`src/rtl/fp_pkg.sv`:
```
// ============================================================================
//  fp_pkg : shared field widths and operand classes for fadd_align
//  Revision : 1.0
// ============================================================================
`default_nettype none

package fp_pkg;

  typedef enum logic [1:0] {
    ZERO = 2'd0,
    NORM = 2'd1,
    INF  = 2'd2,
    NAN  = 2'd3
  } fp_class_e;

  // Only the binary32 and binary64 formats are supported.
  function automatic int exp_w(input int n);
    return (n == 64) ? 11 : 8;
  endfunction

  function automatic int man_w(input int n);
    return (n == 64) ? 52 : 23;
  endfunction

  function automatic int shift_max(input int n);
    return man_w(n) + 3;
  endfunction

endpackage

`default_nettype wire

```
`src/rtl/fp_classify.sv`:
```
// ============================================================================
//  fp_classify : splits an IEEE-754 operand into fields and classifies it
//  Revision : 1.0
// ============================================================================
`default_nettype none

module fp_classify
  import fp_pkg::*;
#(
  parameter int N = 32
) (
  input  logic [N-1:0]          op_i,
  output logic                  sign_o,
  output fp_class_e             cls_o,
  output logic [exp_w(N)-1:0]   exp_o,
  output logic [man_w(N)-1:0]   man_o
);

  localparam int E = exp_w(N);
  localparam int M = man_w(N);

  assign sign_o = op_i[N-1];
  assign exp_o  = op_i[M +: E];
  assign man_o  = op_i[M-1:0];

  // Subnormals share the zero class: they are flushed.
  always_comb begin
    if (exp_o == '0) begin
      cls_o = ZERO;
    end else if (exp_o == '1) begin
      cls_o = (man_o == '0) ? INF : NAN;
    end else begin
      cls_o = NORM;
    end
  end

endmodule

`default_nettype wire

```
`src/rtl/fadd_align.sv`:
```
// ============================================================================
//  fadd_align : two-stage FP adder front end (classify/swap, then align)
//  Revision : 1.0
// ============================================================================
`default_nettype none

module fadd_align
  import fp_pkg::*;
#(
  parameter int N = 32
) (
  input  logic                  clk,
  input  logic                  rst,
  input  logic                  in_valid,
  output logic                  in_ready,
  input  logic [N-1:0]          a,
  input  logic [N-1:0]          b,
  output logic                  out_valid,
  input  logic                  out_ready,
  output logic                  big_sign,
  output logic [exp_w(N)-1:0]   big_exp,
  output logic [man_w(N):0]     big_man,
  output logic [man_w(N)+3:0]   sml_man,
  output logic                  eff_sub,
  output logic                  special,
  output logic [N-1:0]          special_res
);

  localparam int            E      = exp_w(N);
  localparam int            M      = man_w(N);
  localparam logic [E-1:0]  SH_MAX = E'(shift_max(N));

  logic            w_sign_a, w_sign_b;
  fp_class_e       w_cls_a, w_cls_b;
  logic [E-1:0]    w_exp_a, w_exp_b;
  logic [M-1:0]    w_man_a, w_man_b;

  fp_classify #(.N(N)) u_cls_a (
    .op_i(a), .sign_o(w_sign_a), .cls_o(w_cls_a), .exp_o(w_exp_a), .man_o(w_man_a)
  );

  fp_classify #(.N(N)) u_cls_b (
    .op_i(b), .sign_o(w_sign_b), .cls_o(w_cls_b), .exp_o(w_exp_b), .man_o(w_man_b)
  );

  // Stage 1 state
  logic            s1_valid_q;
  logic            s1_special_q, s1_special_d;
  logic [N-1:0]    s1_res_q, s1_res_d;
  logic            s1_big_sign_q, s1_big_sign_d;
  logic [E-1:0]    s1_big_exp_q, s1_big_exp_d;
  logic [M:0]      s1_big_man_q, s1_big_man_d;
  logic [E-1:0]    s1_sml_exp_q, s1_sml_exp_d;
  logic [M-1:0]    s1_sml_man_q, s1_sml_man_d;
  logic            s1_eff_sub_q, s1_eff_sub_d;

  // Stage 2 state (drives the outputs directly)
  logic            s2_valid_q;
  logic            s2_special_q;
  logic [N-1:0]    s2_res_q;
  logic            s2_big_sign_q;
  logic [E-1:0]    s2_big_exp_q;
  logic [M:0]      s2_big_man_q;
  logic [M+3:0]    s2_sml_man_q;
  logic            s2_eff_sub_q;

  logic            w_s1_en, w_s2_en, w_a_big;

  assign w_s2_en  = !s2_valid_q || out_ready;
  assign w_s1_en  = !s1_valid_q || w_s2_en;
  assign in_ready = w_s1_en;
  assign w_a_big  = {w_exp_a, w_man_a} >= {w_exp_b, w_man_b};

  always_comb begin
    s1_special_d  = 1'b1;
    s1_res_d      = '0;
    s1_big_sign_d = 1'b0;
    s1_big_exp_d  = '0;
    s1_big_man_d  = '0;
    s1_sml_exp_d  = '0;
    s1_sml_man_d  = '0;
    s1_eff_sub_d  = 1'b0;
    if (w_cls_a == NAN || w_cls_b == NAN) begin
      s1_res_d = '1;
    end else if (w_cls_a == INF && w_cls_b == INF && w_sign_a != w_sign_b) begin
      s1_res_d = '1;
    end else if (w_cls_a == INF) begin
      s1_res_d = a;
    end else if (w_cls_b == INF) begin
      s1_res_d = b;
    end else if (w_cls_a == ZERO && w_cls_b == ZERO) begin
      s1_res_d = {w_sign_a & w_sign_b, {(N-1){1'b0}}};
    end else if (w_cls_a == ZERO) begin
      s1_res_d = b;
    end else if (w_cls_b == ZERO) begin
      s1_res_d = a;
    end else begin
      s1_special_d  = 1'b0;
      s1_eff_sub_d  = w_sign_a ^ w_sign_b;
      s1_big_sign_d = w_a_big ? w_sign_a : w_sign_b;
      s1_big_exp_d  = w_a_big ? w_exp_a : w_exp_b;
      s1_big_man_d  = {1'b1, (w_a_big ? w_man_a : w_man_b)};
      s1_sml_exp_d  = w_a_big ? w_exp_b : w_exp_a;
      s1_sml_man_d  = w_a_big ? w_man_b : w_man_a;
    end
  end

  logic [E-1:0]    w_d;
  logic [M+3:0]    w_ext, w_shifted, w_lost, w_aligned;

  // Bits pushed past the sticky position are folded back into it.
  always_comb begin
    w_d       = s1_big_exp_q - s1_sml_exp_q;
    w_ext     = {1'b1, s1_sml_man_q, 3'b000};
    w_shifted = w_ext >> w_d;
    w_lost    = w_ext & ~({(M+4){1'b1}} << w_d);
    if (s1_special_q) begin
      w_aligned = '0;
    end else if (w_d > SH_MAX) begin
      w_aligned = {{(M+3){1'b0}}, 1'b1};
    end else begin
      w_aligned = {w_shifted[M+3:1], w_shifted[0] | (|w_lost)};
    end
  end

  always_ff @(posedge clk) begin
    if (rst) begin
      s1_valid_q    <= 1'b0;
      s1_special_q  <= 1'b0;
      s1_res_q      <= '0;
      s1_big_sign_q <= 1'b0;
      s1_big_exp_q  <= '0;
      s1_big_man_q  <= '0;
      s1_sml_exp_q  <= '0;
      s1_sml_man_q  <= '0;
      s1_eff_sub_q  <= 1'b0;
      s2_valid_q    <= 1'b0;
      s2_special_q  <= 1'b0;
      s2_res_q      <= '0;
      s2_big_sign_q <= 1'b0;
      s2_big_exp_q  <= '0;
      s2_big_man_q  <= '0;
      s2_sml_man_q  <= '0;
      s2_eff_sub_q  <= 1'b0;
    end else begin
      if (w_s1_en) begin
        s1_valid_q    <= in_valid;
        s1_special_q  <= s1_special_d;
        s1_res_q      <= s1_res_d;
        s1_big_sign_q <= s1_big_sign_d;
        s1_big_exp_q  <= s1_big_exp_d;
        s1_big_man_q  <= s1_big_man_d;
        s1_sml_exp_q  <= s1_sml_exp_d;
        s1_sml_man_q  <= s1_sml_man_d;
        s1_eff_sub_q  <= s1_eff_sub_d;
      end
      if (w_s2_en) begin
        s2_valid_q    <= s1_valid_q;
        s2_special_q  <= s1_special_q;
        s2_res_q      <= s1_res_q;
        s2_big_sign_q <= s1_big_sign_q;
        s2_big_exp_q  <= s1_big_exp_q;
        s2_big_man_q  <= s1_big_man_q;
        s2_sml_man_q  <= w_aligned;
        s2_eff_sub_q  <= s1_eff_sub_q;
      end
    end
  end

  assign out_valid   = s2_valid_q;
  assign special     = s2_special_q;
  assign special_res = s2_res_q;
  assign big_sign    = s2_big_sign_q;
  assign big_exp     = s2_big_exp_q;
  assign big_man     = s2_big_man_q;
  assign sml_man     = s2_sml_man_q;
  assign eff_sub     = s2_eff_sub_q;

endmodule

`default_nettype wire
```
`config.mk`:
```
export PLATFORM = sky130hd
export DESIGN_NAME = fadd_align
export DESIGN_NICKNAME = d
export VERILOG_FILES = /design/src/rtl/fp_pkg.sv /design/src/rtl/fp_classify.sv /design/src/rtl/fadd_align.sv
export SDC_FILE = /design/constraint.sdc
export NUM_CORES = 1
export LEC_CHECK = 0
export BUFFER_PORTS_ARGS = -buffer_cell sky130_fd_sc_hd__buf_2
export CORE_MARGIN = 1.5
export CORE_UTILIZATION = 50
export DETAILED_ROUTE_END_ITERATION = 16
export HOLD_SLACK_MARGIN = 0.03
export PLACE_DENSITY = 0.74
export RECOVER_POWER = 50
export SYNTH_ARGS = -nofsm -noshare
export SYNTH_HDL_FRONTEND = slang
export SYNTH_HIERARCHICAL = 1
export SYNTH_SLANG_ARGS = --single-unit
```
`constraint.sdc`:
```
create_clock -name clk -period 3 [get_ports clk]
set_clock_uncertainty 0.2 [all_clocks]
set_input_delay 0.15 -clock clk [delete_from_list [all_inputs] [get_ports clk]]
set_output_delay 0.15 -clock clk [all_outputs]
set_load 0.1 [all_outputs]
```
==> results.yml <==
worst_setup_path:
  worst-r2r-cell-count: 12
  timing.critical_path.slowest_stage_cell: "fa_2"
  cpPeakStageDelay_ps: 600
  worst_setup_path_start_kind: "flop"
  worst-path-max-fanout: 5
  critical_path_class: "flop to flop"
  critical_path.startpoint: "s1_big_exp_q[0]"
  rr_startpoint: "s1_big_exp_q[0]"
  path_cells: "inv_2 -> ha_4 -> inv_2 -> fa_2 -> mux4_2 -> nand2_1 -> nand2_1 -> nor2_1 -> a21oi_2 -> o41ai_2 -> nand4_1 -> o41a_1"
  setup.reg_to_reg.worst_slack_ps: -180
  r2r_endpoint: "sml_man[0]"
  critical_path_arrival_ps: 3300
  critPathCaptureType: "flop"
  cp-endpoint: "sml_man[0]"
  worst-endpoint-required_ps: 3130
sta:
  rsz_0062_raised_after_global_routing: "yes"
  final_min_period_over_clock_period_pct: 106
  report.final.slew_viol_count: 0
  worst_slack_ps: -178
  fin_tns_setup_ps: -205
  finalSetupViolCount: 3
  tightestPinTransition_ps: 1380
  timing.final.hold_violations: 0
  max_clock_freq_mhz: 315
  min_tclk_post_route_ps: 3180
  slew_headroom_pct: 8.30
cells_and_area:
  antennaDiodeCount: 0
  final_layout_size_suffix_gt1_share_pct: 16.9
  post-route-util_pct: 64.6
  area.growth.synth_to_final_pct: 25.4
  nNetsFinal: 1732
  fill_cells: 1868
  layout.cell_area.non_filler_um2: 13700
routing:
  wl_per_cell_um: 19.3
  firstDrtPassIters: 6
  detail_route.vias_per_cell: 6.03
  drt_wl_total_mm: 36.9
  detail_route.iter0.violations: 1140
  detailroute.via_count: 11500
  drc: 0
  antenna_left: 0
floorplanning:
  chipWidth_um: 151
  dieArea_um2: 22800
  standard_cell_row_count: 53
  start_util_pct: 51.5
  die_height_um: 151
  core_area_um2: 21200
  boundaryPins: 164
logic_synthesis:
  netlist_area_um2: 10900
  synthesis.yosys.warnings: 6
  postSynthNetCount: 1509
  post_synth_edffs: 0
  yosys_register_bits: 194
  synth_seq_area_share_pct: 35.5
  syn-instance-count: 1400
  yosys_most_used_dff: "dfxtp_1"
  synth.avg_cell_area_um2: 7.81
  synth-async-reset-ratio_pct: 0
  synth_cell_type_count: 79
global_routing:
  groute.usage.overall_pct: 32.6
  global_route.overflow_total: 0
  wire_length_of_the_first_global_routing_pass_mm: 57.7
  antenna_found_initial: 0
  pin_count_of_the_biggest_net_entering_global_routing: 68
  grt_pass1_vias: 10400
place:
  place.gp.congestion: 0.957
  place.detailed.hpwl_mm: 25.2
  port_buffers: 163
  dpl-instance-area_um2: 12100
outcome:
  failed_checks: "negative setup slack"
  outcome: "finished with violations"
clock_network:
  cts-buffers-inserted: 17
  root_buffer: "clkbuf_16"
  cts_tree: "built"
  cts-htree-levels: 4
  worstSkewPairLatency_ps: 440
  cts_sinks: 194
  clkTransAtPathRegs_ps: 70
  ctsLongestPathBuffers: 2
power:
  power_mw: 8.73
  ir_drop_mv: 0.341
  pwr_density_cell_nw_per_um2: 637
  p_leak_nw: 5.45
job:
  maxCapViolations: 0
min_path:
  hold_path.class: "primary input to flop"
[report_power, final]
group | switching (mW) | leakage, nW | total [mW] | internal, mW
logic | 2.10 | 3.58 | 3.55 | 1.45
clock network | 1.14 | 0.284 | 2.33 | 1.19
registers | 0.131 | 1.59 | 2.86 | 2.73
total | 3.37 | 5.45 | 8.73 | 5.36
[cell families (layout without fill, tap and decap cells)]
family | count (synthesis) | count (layout) | synth area share [%]
adders and majority gates | 41 | 41 | 4.76
xor gates and xnor gates | 10 | 10 | 1.38
buffers and inverters | 209 | 445 | 9.72
and+or+nand+nor | 567 | 567 | 23.4
muxes | 31 | 31 | 3.84
DFF | 194 | 194 | 35.5
AOI/OAI and AO/OA | 348 | 348 | 21.4
[worst max-delay path: cells and delay by family (launching register included)]
family | cells | cell delay (ps)
adder cells (fa/ha/maj) | 2 | 730
AO/OA/AOI/OAI | 3 | 720
multiplexers | 1 | 540
AND/OR/NAND/NOR | 4 | 440
flip-flops | 1 | 320
buffers and inverters | 2 | 100
[registers in the layout, summed over array words and instances, names as in the netlist, 8 cells and up]
name	cells
big_exp	8
s1_big_man_q	24
big_man	24
s1_sml_exp_q	8
sml_man	27
special_res	32
s1_big_exp_q	8
s1_res_q	32
s1_sml_man_q	23
[cell type report]
| class | instances | area (um2) | share of cell area [%] |
|---|---|---|---|
| multi-input combinational | 997 | 6130 | 44.7 |
| sequential | 194 | 3890 | 28.3 |
| timing repair buffer | 369 | 2590 | 18.9 |
| clock buffer | 18 | 429 | 3.13 |
| tap | 275 | 344 | 2.51 |
| clock inverter | 14 | 169 | 1.23 |
| inverter | 44 | 165 | 1.20 |
[repair_timing]
item	in CTS	in global routing
gates resized for setup	12	26
hold endpoints to repair	128	0
pin swaps	1	10
setup buffers	4	4
endpoints found under the setup margin	7	54
hold buffers	97	0
[synthesized netlist by cell type, drive strengths merged, types with 3 or more instances]
cell / n / area [um2]
a2111oi: 3 / 45.1
o21ai: 58 / 290
nand3: 43 / 215
nand2: 281 / 1060
nor2b: 9 / 56.3
mux2i: 15 / 150
nor2: 99 / 372
a21o: 10 / 75.1
mux4: 8 / 180
nor4: 15 / 121
or4: 5 / 37.5
o32ai: 3 / 26.3
a22o: 9 / 78.8
nor3: 48 / 245
nand4: 14 / 93.8
a221oi: 32 / 280
buf: 89 / 612
a31oi: 6 / 37.5
nand2b: 7 / 43.8
o31ai: 3 / 27.5
o211ai: 64 / 480
and2: 34 / 213
o22ai: 4 / 38.8
a22oi: 14 / 105
ha: 40 / 500
a211oi: 10 / 75.1
a21oi: 109 / 549
inv: 42 / 158
clkbuf: 76 / 285
o21a: 5 / 37.5
dfxtp: 194 / 3880
xor2: 4 / 50.1
mux2: 8 / 90.1
xnor2: 6 / 101
[routing by layer]
layer | wire length, um | up-vias | GRT usage, %
li1 | - | 5325 | -
met1 | 16100 | 5466 | 45.0
met2 | 16800 | 662 | 51.7
met3 | 2900 | 69 | 5.03
met4 | 1030 | 0 | 11.1
met5 | 0 | - | 0
[worst min path at each step]
stage / start / endpoint / slack, ps / depth (start not counted)
2_1_floorplan: in_valid / s1_valid_q / 70 / 2
3_3_place_gp: in_valid / s1_valid_q / 170 / 3
3_5_place_dp: in_valid / s1_valid_q / 190 / 3
4_1_cts: a[23] / s1_sml_exp_q[0] / 30 / 4
5_1_grt: a[24] / s1_sml_exp_q[1] / 60 / 4
6_report: a[23] / s1_sml_exp_q[0] / 60 / 4
[layout by cell type (no fill, tap or decap), types with 5 or more instances in the layout]
cell type	count
a211oi_1	9
nand2b_1	6
nor2b_1	7
a22o_1	9
nor3_1	47
o21ai_0	47
a21oi_2	5
mux2_2	7
ha_1	39
o21ai_1	10
nand4_1	13
nor4_1	12
buf_12	7
dfxtp_1	192
o21a_1	5
mux2i_1	11
mux4_2	8
a21oi_1	104
dlygate4sd3_1	97
nand3_1	42
or4_1	5
buf_6	7
o211ai_1	64
clkbuf_16	17
clkbuf_2	5
nand2_1	279
a31oi_1	6
clkbuf_1	96
inv_1	40
a221oi_1	32
nor2_1	97
buf_4	90
a21o_1	10
buf_2	68
and2_1	34
a22oi_1	11
[stage by stage]
stage               hold slack [ps]  setup WS [ps]  cells
global route                   62.9           -329   1911
detailed placement              188           -197   1774
global placement                167           -170   1774
CTS                            30.4           -131   1907
finish                         61.8           -178   1911
floorplan                      70.7           62.7   1400
(Power assumes the default switching activity.)
